<file path="config.mk">
export PLATFORM = sky130hd
export DESIGN_NAME = csi_crc16_engine
export DESIGN_NICKNAME = d
export VERILOG_FILES = /design/src/rtl/csi_crc_pkg.sv /design/src/rtl/csi_crc16_step.sv /design/src/rtl/csi_crc16_engine.sv
export SDC_FILE = /design/constraint.sdc
export NUM_CORES = 1
export LEC_CHECK = 0
export CAP_MARGIN = 20
export CORE_ASPECT_RATIO = 1.2
export CORE_UTILIZATION = 46
export CTS_CLUSTER_DIAMETER = 120
export DETAILED_ROUTE_END_ITERATION = 12
export GPL_TIMING_DRIVEN = 0
export PLACE_DENSITY_LB_ADDON = 0.05
export SLEW_MARGIN = 15
export SYNTH_ARGS = -nofsm -noshare
export SYNTH_HDL_FRONTEND = slang
export SYNTH_SLANG_ARGS = --single-unit
</file>
<file path="constraint.sdc">
create_clock -name clk_i -period 18.3 [get_ports clk_i]
set_clock_uncertainty 0.05 [all_clocks]
set_input_delay 1.83 -clock clk_i [delete_from_list [all_inputs] [get_ports clk_i]]
set_output_delay 1.83 -clock clk_i [all_outputs]
set_load 0.1 [all_outputs]
</file>
<file path="src/rtl/csi_crc_pkg.sv">
// csi_crc_pkg: shared FSM states, CRC constants and legal NUM_BYTES list
package csi_crc_pkg;
   typedef enum logic [1:0] {IDLE, PAYLOAD, CRC_RX, DONE} state_t;
   localparam logic [15:0] CRC_POLY_REFL = 16'h8408;
   localparam logic [15:0] CRC_SEED = 16'hFFFF;
   localparam int NUM_BYTES_LEGAL [4] = '{1, 2, 4, 8};
   function automatic logic num_bytes_legal(input int n);
      logic ok;
      ok = 1'b0;
      for (int i = 0; i < 4; i++) ok = ok | (n == NUM_BYTES_LEGAL[i]);
      return ok;
   endfunction
endpackage

</file>
<file path="src/rtl/csi_crc16_step.sv">
// csi_crc16_step: one-byte reflected CRC-16 update (crc_i, data_i -> crc_o)
module csi_crc16_step
   import csi_crc_pkg::*;
(
   input  logic [15:0] crc_i,
   input  logic [7:0]  data_i,
   output logic [15:0] crc_o
);
   logic [15:0] c;
   always_comb begin
      c = crc_i ^ {8'h00, data_i};
      for (int b = 0; b < 8; b++) c = c[0] ? ((c >> 1) ^ CRC_POLY_REFL) : (c >> 1);
      crc_o = c;
   end
endmodule

</file>
<file path="src/rtl/csi_crc16_engine.sv">
// csi_crc16_engine: CSI-2 long-packet payload CRC-16 check
// Ports: clk_i/reset_i clock and sync reset; start_i + word_count_i open a packet;
// data_i/data_valid_i payload beats (byte 0 first); busy_o packet open;
// crc_calc_o/crc_recv_o/crc_error_o result, qualified by the crc_valid_o pulse.
module csi_crc16_engine
   import csi_crc_pkg::*;
#(
   parameter int          NUM_BYTES = 4,
   parameter logic [15:0] SEED      = CRC_SEED
) (
   input  logic                   clk_i,
   input  logic                   reset_i,
   input  logic                   start_i,
   input  logic [15:0]            word_count_i,
   input  logic [8*NUM_BYTES-1:0] data_i,
   input  logic                   data_valid_i,
   output logic                   busy_o,
   output logic [15:0]            crc_calc_o,
   output logic [15:0]            crc_recv_o,
   output logic                   crc_valid_o,
   output logic                   crc_error_o
);
   if (!num_bytes_legal(NUM_BYTES)) begin : g_bad_num_bytes
      $error("csi_crc16_engine: NUM_BYTES must be 1, 2, 4 or 8");
   end
   state_t      state;
   logic [15:0] crc, rem, eff_rem, consumed, rem_next, crc_start, crc_next;
   logic [1:0]  idx, eff_idx, nidx;
   logic [7:0]  acc, recv_lo, recv_hi;
   logic        in_pkt;
   // A start in the same cycle as a beat makes the beat belong to the new packet,
   // so the beat logic always works from these "effective" packet-start values.
   assign in_pkt    = (state == PAYLOAD) || (state == CRC_RX);
   assign eff_rem   = start_i ? word_count_i : rem;
   assign eff_idx   = start_i ? 2'd0 : idx;
   assign crc_start = start_i ? SEED : crc;
   assign consumed  = (eff_rem < 16'(NUM_BYTES)) ? eff_rem : 16'(NUM_BYTES);
   assign rem_next  = eff_rem - consumed;
   // Byte lanes below the remaining count are payload and fold into the chain;
   // later lanes pass the CRC through untouched.
   for (genvar g = 0; g < NUM_BYTES; g++) begin : g_step
      logic [15:0] c_in, c_st, c_out;
      if (g == 0) begin : g_first
         assign c_in = crc_start;
      end else begin : g_next
         assign c_in = g_step[g-1].c_out;
      end
      csi_crc16_step u_step (.crc_i(c_in), .data_i(data_i[8*g +: 8]), .crc_o(c_st));
      assign c_out = (16'(g) < eff_rem) ? c_st : c_in;
   end
   assign crc_next = g_step[NUM_BYTES-1].c_out;
   // Lanes past the payload are CRC bytes, LSB first; anything after the second is ignored.
   always_comb begin
      nidx    = eff_idx;
      recv_lo = start_i ? 8'h00 : acc;
      recv_hi = 8'h00;
      for (int i = 0; i < NUM_BYTES; i++) begin
         if (16'(i) >= eff_rem) begin
            if (nidx == 2'd0) begin
               recv_lo = data_i[8*i +: 8];
               nidx    = 2'd1;
            end else if (nidx == 2'd1) begin
               recv_hi = data_i[8*i +: 8];
               nidx    = 2'd2;
            end
         end
      end
   end
   always_ff @(posedge clk_i) begin
      if (reset_i) begin
         state       <= IDLE;
         crc         <= SEED;
         rem         <= 16'h0000;
         idx         <= 2'd0;
         acc         <= 8'h00;
         busy_o      <= 1'b0;
         crc_valid_o <= 1'b0;
         crc_error_o <= 1'b0;
         crc_calc_o  <= 16'h0000;
         crc_recv_o  <= 16'h0000;
      end else begin
         crc_valid_o <= 1'b0;
         if (data_valid_i && (start_i || in_pkt)) begin
            crc    <= crc_next;
            rem    <= rem_next;
            idx    <= nidx;
            acc    <= recv_lo;
            busy_o <= 1'b1;
            if (nidx == 2'd2) begin
               state       <= DONE;
               crc_valid_o <= 1'b1;
               crc_calc_o  <= crc_next;
               crc_recv_o  <= {recv_hi, recv_lo};
               crc_error_o <= crc_next != {recv_hi, recv_lo};
            end else begin
               state <= (rem_next == 16'h0000) ? CRC_RX : PAYLOAD;
            end
         end else if (start_i) begin
            crc    <= SEED;
            rem    <= word_count_i;
            idx    <= 2'd0;
            acc    <= 8'h00;
            busy_o <= 1'b1;
            state  <= (word_count_i == 16'h0000) ? CRC_RX : PAYLOAD;
         end else if (state == DONE) begin
            state  <= IDLE;
            busy_o <= 1'b0;
         end
      end
   end
endmodule

</file>
==> metrics <==
final hold vios 0; CTS max path bufs 2; fraction of the cycle the final worst path needs 54.82%; hpwl dp 22620 um; DIE AREA ~17000 sq um; Tmin final 10.03 ns; critical path peak fanout 10; Remaining Overflow, GRT 0; Final #Nets 1122; Post-route DRC 0; post-synthesis mux area share 5.327%; Total GRT Usage 33.75%; remaining antenna violation count after routing 0; r2r worst-path depth 24; mapped cell area between 7000 and 8000 sq um; Hold Startpoint crc_recv_o[2]; RSZ-0062 raised after global routing no; Max Cap Violations 0; Max Slew Vio Count 0; Area Growth Syn to Fin 18.48%; largest net degree at the start of global routing 14; Avg Inst Size Synth 7.822 sq um; Synthesized Nets 1033; status finished, final reports clean; Data required, critical path 18.47 ns; compound-cell area share of the yosys netlist between 20% and 30%; floorplan row count 51; Worst Tran Pin Value between 1 and 1.5 ns; Synth top area share 20.91%; share of cells above drive strength 1 between 6 and 7%; vias in the first global route 7092; first-pass GRT wire length 42640 um; critical path type in -> reg; Via density 5.940; Worst R2R Start rem[13]; Port Buffer Count 77; Hold WC Path Type reg -> reg; Die X ~120 um; Synth Area in Simple Gates ~22%; slowest stage cell on the critical path clkdlybuf4s50_1; Highest Clock Rate 99.69 MHz; Sink Count 79; Setup crit end kind register; fraction of the mapped netlist area in adder cells 2.316%; Crit path top cell by count clkbuf_1; Max-slew headroom 22.44%; WL/cell ~22 um; Synth warnings 0; TritonCTS clock tree built; Num CTS Buffers 9; Yosys cell types 83; drt initial violations 653; TNS Setup 0 ns; crit path capture crc_error_o; Fillers 1571; startpoint types input port; top-count cell post-synth nor2_1; clk root buf clkbuf_16; Synth async-reset ratio 0%; num ports 87; CP startpoint start_i; number of synthesized flops with an enable pin 0; Final Wtd Congestion 1.016; flop2flop setup slack ~10 ns; Post-Syn Instances 967; number of setup buffers added after CTS 0; cts hold-fix bufs 0; worst path arrival time 10.20 ns; top post-synthesis cells by area dfxtp_1, xnor2_1, nor2_1, a21oi_1, xor2_1; antenna violations before repair 0; die height between 100 and 150 um; largest family of logic cells by synthesized area XOR/XNOR gates; Synth Register Bits 79; Clock H-tree levels 3; CTS clk-pin slew, worst paths 0.06 ns; clock latency on the worst-skew pair 0.34 ns; area leader, netlist dfxtp_1; slowest stage delay, CP 0.58 ns; core area 16140 sq um; antenna cells 0; final setup fails 0; sequential fraction of the synthesis area 20.91%; Synth Area in XOR/XNOR 23.72%; vias post-DR roughly 7600; Crit Reg-Reg Endpoint crc_error_o; CTS resizes 0; Post-synth top cells nor2_1, xnor2_1, a21oi_1, dfxtp_1, nand2_1; Initial Util 46.85%; Synth Flop Type dfxtp_1; final wirelength 28340 um; Initial DRT Pass Iterations 5
## metrics by stage
step	util, %	std cells	area (sq um)	setup WS [ns]	hold slack (ns)
after floorplan	-	967	7564	10.28	0.3995
after global routing	55.51	1273	8961	7.567	0.4279
after detailed placement	53.30	1257	8605	8.044	0.3956
after CTS	55.51	1273	8961	8.410	0.4081
final	55.51	1273	8961	8.269	0.4058
after global placement	53.27	1256	8600	8.128	0.3974
## worst max-delay path: cells and delay by family
kind | cells | cell delay, ns
compound gates | 7 | 1.67
fa+ha+maj | 4 | 0.95
buf+inv | 11 | 3.65
simple gates | 8 | 2.07
## logic make-up after synthesis
| family | Yosys count |
|---|---|
| other | 1 |
| AO/OA/AOI/OAI | 247 |
| XOR/XNOR | 162 |
| adder cells (fa/ha/maj) | 14 |
| AND/OR/NAND/NOR | 343 |
| multiplexers | 37 |
| buffers and inverters | 84 |
| flip-flops | 79 |
## metal layers
layer,global-route usage [%],routed length [um],vias up
met4,21.65,1872,0
met1,44.52,12160,3530
met3,4.207,1960,70
met5,0,0,-
met2,51.99,12350,346
li1,-,-,3616
## area by class of cell
type / count / area [sq um] / area share [%]
timing repair buffer: 78 / 775.7 / 8.657
multi-input combinational: 804 / 5655 / 63.11
buffer: 65 / 255.2 / 2.848
inverter: 19 / 71.32 / 0.7959
clock inverter: 5 / 103.9 / 1.159
sequential: 79 / 1582 / 17.65
tap: 212 / 265.3 / 2.960
clock buffer: 11 / 252.7 / 2.820
## sequential cells by signal, indices dropped and copies added, names as in the netlist, 2 cells and up
signal	cells
acc	8
crc	16
crc_calc_o	16
crc_recv_o	16
idx	2
rem	16
state	2
## worst min path at each step
| stage | end | slack (ns) | depth (start not counted) |
|---|---|---|---|
| after global placement | crc_recv_o[2] | 0.40 | 2 |
| after detailed placement | crc_calc_o[6] | 0.40 | 2 |
| after CTS | crc_recv_o[2] | 0.41 | 2 |
| final | crc_recv_o[2] | 0.41 | 2 |
| after floorplan | state[1] | 0.40 | 2 |
| after global routing | crc_calc_o[2] | 0.43 | 2 |
## cells in the final DEF (no fill, tap or decap), types with 6 or more instances in the layout
cell type | Yosys | final
mux2i_1 | 23 | 23
ha_1 | 14 | 14
o22a_1 | 8 | 8
clkbuf_1 | 53 | 53
nor2b_1 | 12 | 12
xnor3_1 | 16 | 16
a21oi_1 | 82 | 82
xnor2_1 | 87 | 87
xor2_1 | 46 | 46
dfxtp_1 | 79 | 79
o21ai_1 | 6 | 6
or3_1 | 8 | 8
o21ai_0 | 29 | 29
nor2_1 | 129 | 129
nand3_1 | 11 | 11
clkbuf_16 | 0 | 9
nor3_1 | 34 | 34
inv_1 | 19 | 19
and3_1 | 14 | 14
mux2_2 | 12 | 12
a211o_1 | 8 | 8
nand2b_1 | 6 | 6
a31oi_1 | 9 | 9
a211oi_1 | 27 | 27
clkdlybuf4s50_1 | 0 | 77
nand2_1 | 74 | 74
buf_2 | 6 | 7
or2_2 | 8 | 8
nor4_1 | 11 | 11
o22ai_1 | 14 | 14
a22oi_1 | 16 | 16
Power is not shown: default switching activity piles up to over one toggle a cycle in this logic, so the estimate is an artifact.
